<file path="src/rtl/ccff_config_loader_if.sv">
// Bitstream word handshake between the programming source and the CCFF loader.
interface ccff_config_loader_if #(
    parameter int WORD_W = 8
);
    logic              bs_valid;
    logic [WORD_W-1:0] bs_data;
    logic              bs_ready;

    modport master (
        output bs_valid,
        output bs_data,
        input  bs_ready
    );

    modport slave (
        input  bs_valid,
        input  bs_data,
        output bs_ready
    );
endinterface

</file>
<file path="src/rtl/ccff_config_loader.sv">
// CCFF chain loader: serialises bitstream words LSB-first onto the chain head,
// counts exactly CHAIN_LEN shifts per pass and optionally re-streams the
// bitstream to compare the chain tail against the head.
module ccff_config_loader #(
    parameter int CHAIN_LEN = 1024,
    parameter int WORD_W    = 8,
    parameter int CNT_W     = 16
) (
    input  logic                 prog_clk,
    input  logic                 pReset,
    input  logic                 start,
    input  logic                 verify,
    input  logic                 abort,
    ccff_config_loader_if.slave  bs,
    output logic                 ccff_head,
    output logic                 ccff_shift_en,
    input  logic                 ccff_tail,
    output logic                 busy,
    output logic                 done,
    output logic                 err,
    output logic [CNT_W-1:0]     err_cnt
);

    typedef enum logic [1:0] {
        ST_IDLE   = 2'd0,
        ST_LOAD   = 2'd1,
        ST_VERIFY = 2'd2,
        ST_DONE   = 2'd3
    } state_t;

    localparam logic [CNT_W-1:0] CHAIN_CNT = CNT_W'(CHAIN_LEN);
    localparam logic [CNT_W-1:0] WORD_CNT  = CNT_W'(WORD_W);
    localparam logic [CNT_W-1:0] ZERO      = {CNT_W{1'b0}};
    localparam logic [CNT_W-1:0] ONE       = {{(CNT_W-1){1'b0}}, 1'b1};
    localparam logic [CNT_W-1:0] ALL_ONES  = {CNT_W{1'b1}};

    state_t              state_r;
    logic                verify_r;
    logic [CNT_W-1:0]    rem_r;             // shifts still to do in this pass
    logic [CNT_W-1:0]    rem_unassigned_r;  // chain bits not yet covered by a word
    logic [CNT_W-1:0]    bits_left_r;       // valid bits remaining in shreg_r
    logic [WORD_W-1:0]   shreg_r;
    logic                err_r;
    logic [CNT_W-1:0]    err_cnt_r;

    logic                active_s;
    logic                shift_s;
    logic                ready_s;
    logic                hs_s;
    logic                mismatch_s;
    logic [CNT_W-1:0]    take_s;
    logic [CNT_W-1:0]    unassigned_after_s;

    assign active_s           = (state_r == ST_LOAD) || (state_r == ST_VERIFY);
    assign shift_s            = (bits_left_r != ZERO);
    assign ready_s            = active_s && (rem_unassigned_r != ZERO) && (bits_left_r <= ONE);
    assign hs_s               = ready_s && bs.bs_valid;
    assign unassigned_after_s = rem_unassigned_r - take_s;
    assign mismatch_s         = (state_r == ST_VERIFY) && shift_s && (ccff_tail != shreg_r[0]);

    // Bits taken from the next word: a full word, or only the tail of the pass.
    always_comb begin
        take_s = WORD_CNT;
        if (rem_unassigned_r < WORD_CNT) begin
            take_s = rem_unassigned_r;
        end else begin
            take_s = WORD_CNT;
        end
    end

    // Control FSM together with the word buffer, pass counters and error tracking.
    always_ff @(posedge prog_clk or posedge pReset) begin
        if (pReset) begin
            state_r          <= ST_IDLE;
            verify_r         <= 1'b0;
            rem_r            <= ZERO;
            rem_unassigned_r <= ZERO;
            bits_left_r      <= ZERO;
            shreg_r          <= {WORD_W{1'b0}};
            err_r            <= 1'b0;
            err_cnt_r        <= ZERO;
        end else if (abort) begin
            // Stop shifting at once; error status is kept for inspection.
            state_r     <= ST_IDLE;
            bits_left_r <= ZERO;
        end else begin
            if (hs_s) begin
                shreg_r     <= bs.bs_data;
                bits_left_r <= take_s;
                // When pass 1 is fully assigned and a verify pass follows, open
                // pass 2 right away so its first word can follow without a bubble.
                if ((unassigned_after_s == ZERO) && (state_r == ST_LOAD) && verify_r) begin
                    rem_unassigned_r <= CHAIN_CNT;
                end else begin
                    rem_unassigned_r <= unassigned_after_s;
                end
            end else if (shift_s) begin
                shreg_r     <= {1'b0, shreg_r[WORD_W-1:1]};
                bits_left_r <= bits_left_r - ONE;
            end

            if (shift_s) begin
                rem_r <= rem_r - ONE;
            end

            if (mismatch_s) begin
                err_r <= 1'b1;
                if (err_cnt_r != ALL_ONES) begin
                    err_cnt_r <= err_cnt_r + ONE;
                end
            end

            case (state_r)
                ST_IDLE: begin
                    if (start) begin
                        verify_r         <= verify;
                        err_r            <= 1'b0;
                        err_cnt_r        <= ZERO;
                        rem_r            <= CHAIN_CNT;
                        rem_unassigned_r <= CHAIN_CNT;
                        bits_left_r      <= ZERO;
                        state_r          <= ST_LOAD;
                    end
                end
                ST_LOAD: begin
                    if (shift_s && (rem_r == ONE)) begin
                        if (verify_r) begin
                            rem_r   <= CHAIN_CNT;
                            state_r <= ST_VERIFY;
                        end else begin
                            state_r <= ST_DONE;
                        end
                    end
                end
                ST_VERIFY: begin
                    if (shift_s && (rem_r == ONE)) begin
                        state_r <= ST_DONE;
                    end
                end
                ST_DONE: begin
                    state_r <= ST_IDLE;
                end
                default: begin
                    state_r <= ST_IDLE;
                end
            endcase
        end
    end

    assign bs.bs_ready    = ready_s;
    assign ccff_head      = shreg_r[0];
    assign ccff_shift_en  = shift_s;
    assign busy           = active_s;
    assign done           = (state_r == ST_DONE);
    assign err            = err_r;
    assign err_cnt        = err_cnt_r;

endmodule
</file>
<file path="src/flat_wrapper.sv">
// flat-port wrapper written by rule: the top's interface ports become plain ports
module ccff_config_loader_flat 
#(
    parameter int CHAIN_LEN = 1024,
    parameter int WORD_W    = 8,
    parameter int CNT_W     = 16
)
  (prog_clk, pReset, start, verify, abort, ccff_head, ccff_shift_en, ccff_tail, busy, done, err, err_cnt, bs_bs_valid, bs_bs_data, bs_bs_ready);
  ccff_config_loader_if #(.WORD_W(WORD_W)) bs_i ();
  input  logic prog_clk;
  input  logic pReset;
  input  logic start;
  input  logic verify;
  input  logic abort;
  output logic ccff_head;
  output logic ccff_shift_en;
  input  logic ccff_tail;
  output logic busy;
  output logic done;
  output logic err;
  output logic [CNT_W-1:0] err_cnt;
  input wire logic [$bits(bs_i.bs_valid)-1:0] bs_bs_valid;
  input wire logic [$bits(bs_i.bs_data)-1:0] bs_bs_data;
  output wire logic [$bits(bs_i.bs_ready)-1:0] bs_bs_ready;
  assign bs_i.bs_valid = bs_bs_valid;
  assign bs_i.bs_data = bs_bs_data;
  assign bs_bs_ready = bs_i.bs_ready;
  ccff_config_loader #(.CHAIN_LEN(CHAIN_LEN), .WORD_W(WORD_W), .CNT_W(CNT_W)) u_core (.prog_clk(prog_clk), .pReset(pReset), .start(start), .verify(verify), .abort(abort), .bs(bs_i), .ccff_head(ccff_head), .ccff_shift_en(ccff_shift_en), .ccff_tail(ccff_tail), .busy(busy), .done(done), .err(err), .err_cnt(err_cnt));
endmodule
</file>
<file path="config.mk">
export PLATFORM = sky130hd
export DESIGN_NAME = ccff_config_loader_flat
export DESIGN_NICKNAME = d
export VERILOG_FILES = /design/src/rtl/ccff_config_loader_if.sv /design/src/rtl/ccff_config_loader.sv /design/src/flat_wrapper.sv
export SDC_FILE = /design/constraint.sdc
export NUM_CORES = 1
export LEC_CHECK = 0
export CORE_ASPECT_RATIO = 1.1
export CORE_MARGIN = 2
export CORE_UTILIZATION = 40
export DETAILED_ROUTE_END_ITERATION = 10
export GPL_TIMING_DRIVEN = 1
export PLACE_DENSITY_LB_ADDON = 0.08
export SYNTH_ARGS = -nofsm -noshare
export SYNTH_HDL_FRONTEND = slang
export SYNTH_SLANG_ARGS = --single-unit
</file>
<file path="constraint.sdc">
create_clock -name prog_clk -period 4.3 [get_ports prog_clk]
set_input_delay 0.86 -clock prog_clk [delete_from_list [all_inputs] [get_ports prog_clk]]
set_output_delay 0.86 -clock prog_clk [all_outputs]
set_load 0.03 [all_outputs]
</file>
==> results of run 1 <==
[flip-flops by register name (all words and copies together), names as in the netlist]
register                 cells
u_core.err_cnt              16
u_core.err                   1
u_core.verify_r              1
u_core.bits_left_r          16
u_core.rem_r                16
u_core.rem_unassigned_r     16
u_core.state_r               2
u_core.shreg_r               8
[placed cells by master (no fill, tap or decap), types with 3 or more instances in the layout]
master	netlist	routed
dfrtp_1	76	76
a21oi_1	47	47
clkdlybuf4s50_1	0	36
nand2_1	30	30
nor2_1	27	27
o21ai_0	24	24
or3_1	22	22
inv_1	22	21
o31ai_1	18	18
nor4_1	18	18
or4_1	17	17
nor3_1	17	17
buf_4	0	14
nand3_1	13	13
nand4_1	11	11
ha_1	11	11
a31oi_1	10	10
mux2i_1	10	10
clkbuf_16	0	9
and3_1	8	8
and2_1	8	8
o211ai_1	7	7
o21a_1	7	7
o22ai_1	7	7
xor2_1	5	5
a211oi_1	5	5
a2bb2oi_1	5	5
a211o_1	4	4
o31a_1	4	4
or2_2	4	4
xnor2_1	3	3
clkinv_2	0	3
nand2b_1	3	3
o2bb2ai_1	3	3
a2111oi_0	3	3
[layer usage]
metal / track usage / up-vias / share of wire
met5: 0 / - / 0
met4: 0.120 / 0 / 0.029
met3: 0.0349 / 24 / 0.031
met2: 0.373 / 75 / 0.48
met1: 0.276 / 2112 / 0.46
li1: - / 2069 / -
[logic make-up (layout without fill, tap and decap cells)]
family,count (synthesis),count (layout),synth area share
other cells,1,1,0.000807
compound gates,169,169,0.246
mux,11,11,0.0240
buf+inv,51,87,0.0452
xor+xnor,8,8,0.0151
simple gates,191,191,0.230
fa+ha+maj,11,11,0.0296
flops,76,76,0.409
[power by group]
part / internal [mW] / leakage, nW / total, mW / switching, mW
combinational: 0.782 / 1.08 / 2.16 / 1.38
sequential: 0.917 / 1.03 / 1.15 / 0.234
clock: 0.477 / 0.151 / 0.786 / 0.310
[worst reg2reg max path: stages (launching register included)]
cell	delay (ns)
dfrtp_1	0.47
or3_1	0.45
or4_1	0.62
nand2_1	0.11
ha_1	0.25
or4bb_1	0.50
a2111oi_0	0.28
and3_1	0.21
nand4_1	0.09
a31oi_1	0.17
[area by class of cell]
type / instances / area (um^2)
fill: 1114 / 5910
multi-input combinational: 391 / 2530
sequential: 76 / 1900
timing repair buffer: 50 / 465
clock buffer: 11 / 253
tap: 150 / 188
inverter: 22 / 83.8
clock inverter: 4 / 48.8
[worst paths after layout]
check	from	endpoint	slack [ns]	cells after the start
setup / recovery	u_core.bits_left_r[4]	bs_bs_ready	0.42	4
hold / removal	u_core.err	u_core.err	0.50	2
setup reg to reg	u_core.rem_unassigned_r[4]	u_core.rem_unassigned_r[10]	1.05	9
hold reg to reg	u_core.err	u_core.err	0.50	2
max in group asynchronous	pReset	u_core.state_r[1]	2.49	3
min in group asynchronous	pReset	u_core.err	1.04	2
[stage by stage]
step / total power [mW] / std cells / worst slack [ns] / hold slack (ns)
finish: 4.10 / 704 / 0.423 / 0.504
global route: 4.42 / 704 / 0.255 / 0.559
CTS: 4.11 / 704 / 0.365 / 0.514
detailed placement: 3.30 / 689 / 0.745 / 0.499
global placement: 3.28 / 689 / 0.708 / 0.494
floorplan: 2.70 / 518 / 0.515 / 0.476
==> flow_summary_export.csv, run 1 <==
group,metric,value,unit
run_status,outcome,"complete, no violations",
power_and_ir_drop,power_leakage,2.26,nW
cts,clkLatencyLatePin,0.35,ns
setup_path,crit_family,"simple AND/OR/NAND/NOR gates",
cts,cts_max_path_buffers,2,
cells_and_area,synthToLayoutAreaGrowth,17.8,%
cts,cts_setup_buffers,0,
logic_synthesis,synthesis.nets,544,
logic_synthesis,synth.area.top_cells,"dfrtp_1 41%, a21oi_1 5.1%, ha_1 3.0%, or3_1 3.0%, o31ai_1 2.9%",
setup_path,worstPathMaxFanout,5,
logic_synthesis,netlist.area_leader.share,0.409,
grt,antenna_found_initial,0,
cts,numClockSinks,76,
cells_and_area,fin_util,0.481,
grt,track_usage,0.222,
floorplan,rows,41,
logic_synthesis,async_reset_ff_frac,1.00,
logic_synthesis,synth.avg_cell_area,8.97,um^2
grt,grt_pass1_wl,21.7,mm
grt,overflow,0,
timing,fin_crit,3.88,ns
logic_synthesis,synth_top_area_cell,"dfrtp_1",
logic_synthesis,yosysMostFrequentCell,"dfrtp_1",
setup_path,cp.buffers_inverters,1,
flow_run,cap_violations,0,
logic_synthesis,synth_cell_types,66,
cells_and_area,antenna_cells,0,
timing,finClkSkew,0.00504,ns
timing,fmax,0.258,GHz
power_and_ir_drop,ir_drop,0.000370,V
detailed_routing,dr.pass1.iters,7,
setup_path,critPathLaunchType,"flip-flop",
setup_path,critPathCaptureType,"output port",
logic_synthesis,syn-cell-area,0.00465,mm^2
min_path,hp-class,"flip-flop to flip-flop",
logic_synthesis,synth-seq-cells,76,
logic_synthesis,synth_edf_count,0,
cts,cts_made_buffers,9,
floorplan,die-area,0.0125,mm^2
timing,post-route-period-util,0.902,
detailed_routing,wl_per_cell,18.4,um
cts,cts_max_level,3,
place,io_buffers,36,
floorplan,start_util,0.408,
cts,cts_root_buffer,"clkbuf_16",
detailed_routing,drt-initial-drc-count,210,
cts,cts.repair.resized,0,
setup_path,cpPeakStageDelay,0.77,ns
timing,finalSetupViolations,0,
cells_and_area,nNetsFinal,576,
cts,clk_pin_slew,0.06,ns
setup_path,critical_path.slowest_cell,"clkdlybuf4s50_1",
timing,worst_pin_slew,1.11,ns
floorplan,core-area,0.0114,mm^2
logic_synthesis,synth_common_cells,"76 x dfrtp_1, 47 x a21oi_1, 30 x nand2_1",
detailed_routing,drc_errors,0,
cells_and_area,final_cell_area,0.00548,mm^2
place,dpl.hpwl,8.95,mm
setup_path,crit_arrival,3.02,ns
timing,tns,0,ns
logic_synthesis,ys.flop_type,"dfrtp_1",
timing,rsz0062_at_grt,"false",
logic_synthesis,synthesis.instances,518,
detailed_routing,vias,4280,
logic_synthesis,yosysWarnings,0,
logic_synthesis,seq_area_frac_synth,0.409,
detailed_routing,drt_wl_total,12.9,mm
detailed_routing,viasPerCell,6.08,
floorplan,die_h,117,um
setup_path,crit_type,"flip-flop to output port",
timing,drv_slew,0,
cells_and_area,final_layout_size_suffix_gt1_frac,0.0740,
setup_path,cp_cell_sequence,"or4_4, or3_1, a2111oi_0, clkdlybuf4s50_1",
setup_path,cp.required,3.44,ns
grt,grt_pass1_vias,4305,
detailed_routing,final_antenna_net_count,0,
cts,holdBufCountCts,0,
floorplan,fp.dieW,107,um
floorplan,ios,37,
timing,relSlewSlack,0.258,
grt,grt_max_degree,55,
power_and_ir_drop,p_per_area,748,mW/mm^2
place,dpl-instance-area,0.00517,mm^2
place,gp_congestion,0.881,
timing,hold_viol,0,
cts,cts_tree,"done",
Note: power is estimated with default switching activity, not from simulation.
==> run 2, diff against run 1 <==
--- a/config.mk
+++ b/config.mk
@@ -9,6 +9,7 @@
 export CORE_MARGIN = 2
 export CORE_UTILIZATION = 40
 export DETAILED_ROUTE_END_ITERATION = 10
+export DONT_BUFFER_PORTS = 1
 export GPL_TIMING_DRIVEN = 1
 export PLACE_DENSITY_LB_ADDON = 0.08
 export SYNTH_ARGS = -nofsm -noshare
==> flow_summary_export.csv, run 2 (synthesis gave the netlist of run 1 again) <==
group,metric,value,unit
run_status,outcome,"complete, no violations",
min_path,hp-class,"flip-flop to flip-flop",
floorplan,start_util,0.408,
grt,grt_pass1_vias,3974,
floorplan,fp.dieW,107,um
cts,clkLatencyLatePin,0.34,ns
place,place_ws,1.16,ns
cts,cts_made_buffers,9,
detailed_routing,drc_errors,0,
power_and_ir_drop,p_per_area,769,mW/mm^2
cts,numClockSinks,76,
grt,track_usage,0.218,
detailed_routing,viasPerCell,6.20,
cells_and_area,nNetsFinal,535,
setup_path,cp.required,3.44,ns
place,gp_congestion,0.898,
setup_path,cp_cell_sequence,"or4_4, or3_1, a2111oi_2",
cells_and_area,antenna_cells,0,
detailed_routing,final_antenna_net_count,0,
detailed_routing,dr.pass1.iters,5,
floorplan,core-area,0.0114,mm^2
setup_path,cp-startpoint,"u_core.bits_left_r[4]",
cts,cts_setup_buffers,0,
power_and_ir_drop,ir_drop,0.000386,V
timing,worst_pin_slew,0.955,ns
setup_path,worstPathMaxFanout,5,
timing,fin_crit,3.44,ns
cells_and_area,synthToLayoutAreaGrowth,9.10,%
setup_path,critPathCaptureType,"output port",
setup_path,cpPeakStageDelay,0.85,ns
cts,holdBufCountCts,0,
cts,cts_root_buffer,"clkbuf_16",
grt,overflow,0,
setup_path,critPathLaunchType,"flip-flop",
timing,drv_slew,0,
min_path,hold_end,"u_core.shreg_r[7]",
setup_path,crit_family,"simple AND/OR/NAND/NOR gates",
detailed_routing,drt_wl_total,12.8,mm
setup_path,crit_arrival,2.58,ns
floorplan,die_h,117,um
floorplan,die-area,0.0125,mm^2
grt,grt_pass1_wl,21.1,mm
detailed_routing,wl_per_cell,19.3,um
cts,clk_pin_slew,0.06,ns
cells_and_area,nFillCells,1159,
cells_and_area,final_layout_size_suffix_gt1_frac,0.0721,
timing,finalWorstSetupSlack,0.856,ns
cells_and_area,multi_input_area,0.00254,mm^2
setup_path,r2r_setup_slack,1.09,ns
setup_path,reg2regPathDepth,9,
power_and_ir_drop,power_leakage,2.09,nW
cts,cts_tree,"done",
timing,finClkSkew,0.0115,ns
min_path,min_from,"u_core.shreg_r[7]",
cells_and_area,final_common_cell,"dfrtp_1",
cts,cts.repair.resized,0,
floorplan,rows,41,
cts,cts_max_level,3,
grt,antenna_found_initial,0,
detailed_routing,drt-initial-drc-count,215,
timing,tns,0,ns
setup_path,r2r_start,"u_core.rem_unassigned_r[15]",
place,io_buffers,0,
cells_and_area,final_cell_mix,"76 x dfrtp_1, 47 x a21oi_1, 30 x nand2_1",
grt,grt_max_degree,52,
cells_and_area,ff_latch_area,0.00190,mm^2
timing,rsz0062_at_grt,"false",
place,dpl.hpwl,8.74,mm
timing,post-route-period-util,0.801,
setup_path,critical_path.slowest_cell,"a2111oi_2",
min_path,hold_depth,2,
setup_path,cp.buffers_inverters,0,
setup_path,cp_num_cells,3,
flow_run,cap_violations,0,
detailed_routing,vias,4108,
cts,cts_max_path_buffers,2,
setup_path,r2r-end,"u_core.rem_unassigned_r[10]",
timing,fmax,0.290,GHz
timing,hold_viol,0,
setup_path,crit_type,"flip-flop to output port",
floorplan,ios,37,
timing,relSlewSlack,0.362,
timing,finalSetupViolations,0,
-- run 2: stage by stage --
| stage | cell area (um^2) | cells | utilization | power (mW) | hold WS (ns) |
|---|---|---|---|---|---|
| global placement | 4780 | 648 | 0.420 | 3.14 | 0.496 |
| CTS | 5070 | 663 | 0.445 | 3.92 | 0.519 |
| finish | 5070 | 663 | 0.445 | 3.90 | 0.512 |
| detailed placement | 4780 | 648 | 0.420 | 3.16 | 0.507 |
| floorplan | 4650 | 518 | - | 2.70 | 0.476 |
| global route | 5070 | 663 | 0.445 | 4.23 | 0.536 |
-- run 2: layout make-up --
| cell class | instances | share of cell area |
|---|---|---|
| clock inverter | 3 | 0.00420 |
| clock buffer | 12 | 0.0526 |
| timing repair buffer | 9 | 0.0133 |
| sequential | 76 | 0.375 |
| multi-input combinational | 391 | 0.501 |
| inverter | 22 | 0.0165 |
| tap | 150 | 0.0370 |
-- run 2: routing by layer --
layer / vias to the layer above / track usage / wire length [um]
li1: 1984 / - / -
met2: 85 / 0.370 / 6390
met3: 18 / 0.0415 / 493
met1: 2021 / 0.270 / 5560
met4: 0 / 0.100 / 314
met5: - / 0 / 0
-- run 2: worst max-delay path by stage --
stage	endpoint	slack [ns]
4_1_cts	bs_bs_ready	0.83
5_1_grt	ccff_shift_en	0.63
2_1_floorplan	bs_bs_ready	0.52
3_5_place_dp	u_core.rem_unassigned_r[10]	1.16
3_3_place_gp	u_core.rem_unassigned_r[10]	1.18
6_report	bs_bs_ready	0.86
-- run 2: power by group --
part	internal, mW	leakage (nW)	total [mW]	switching (mW)
registers	0.917	1.03	1.18	0.259
logic	0.678	0.926	1.99	1.31
clock network	0.435	0.141	0.733	0.299
total	2.03	2.09	3.90	1.87
-- run 2: tightest hold or removal path, cell delays in order, from the launching register on --
cell,delay (ns)
dfrtp_1,0.32
inv_1,0.04
o2bb2ai_1,0.11
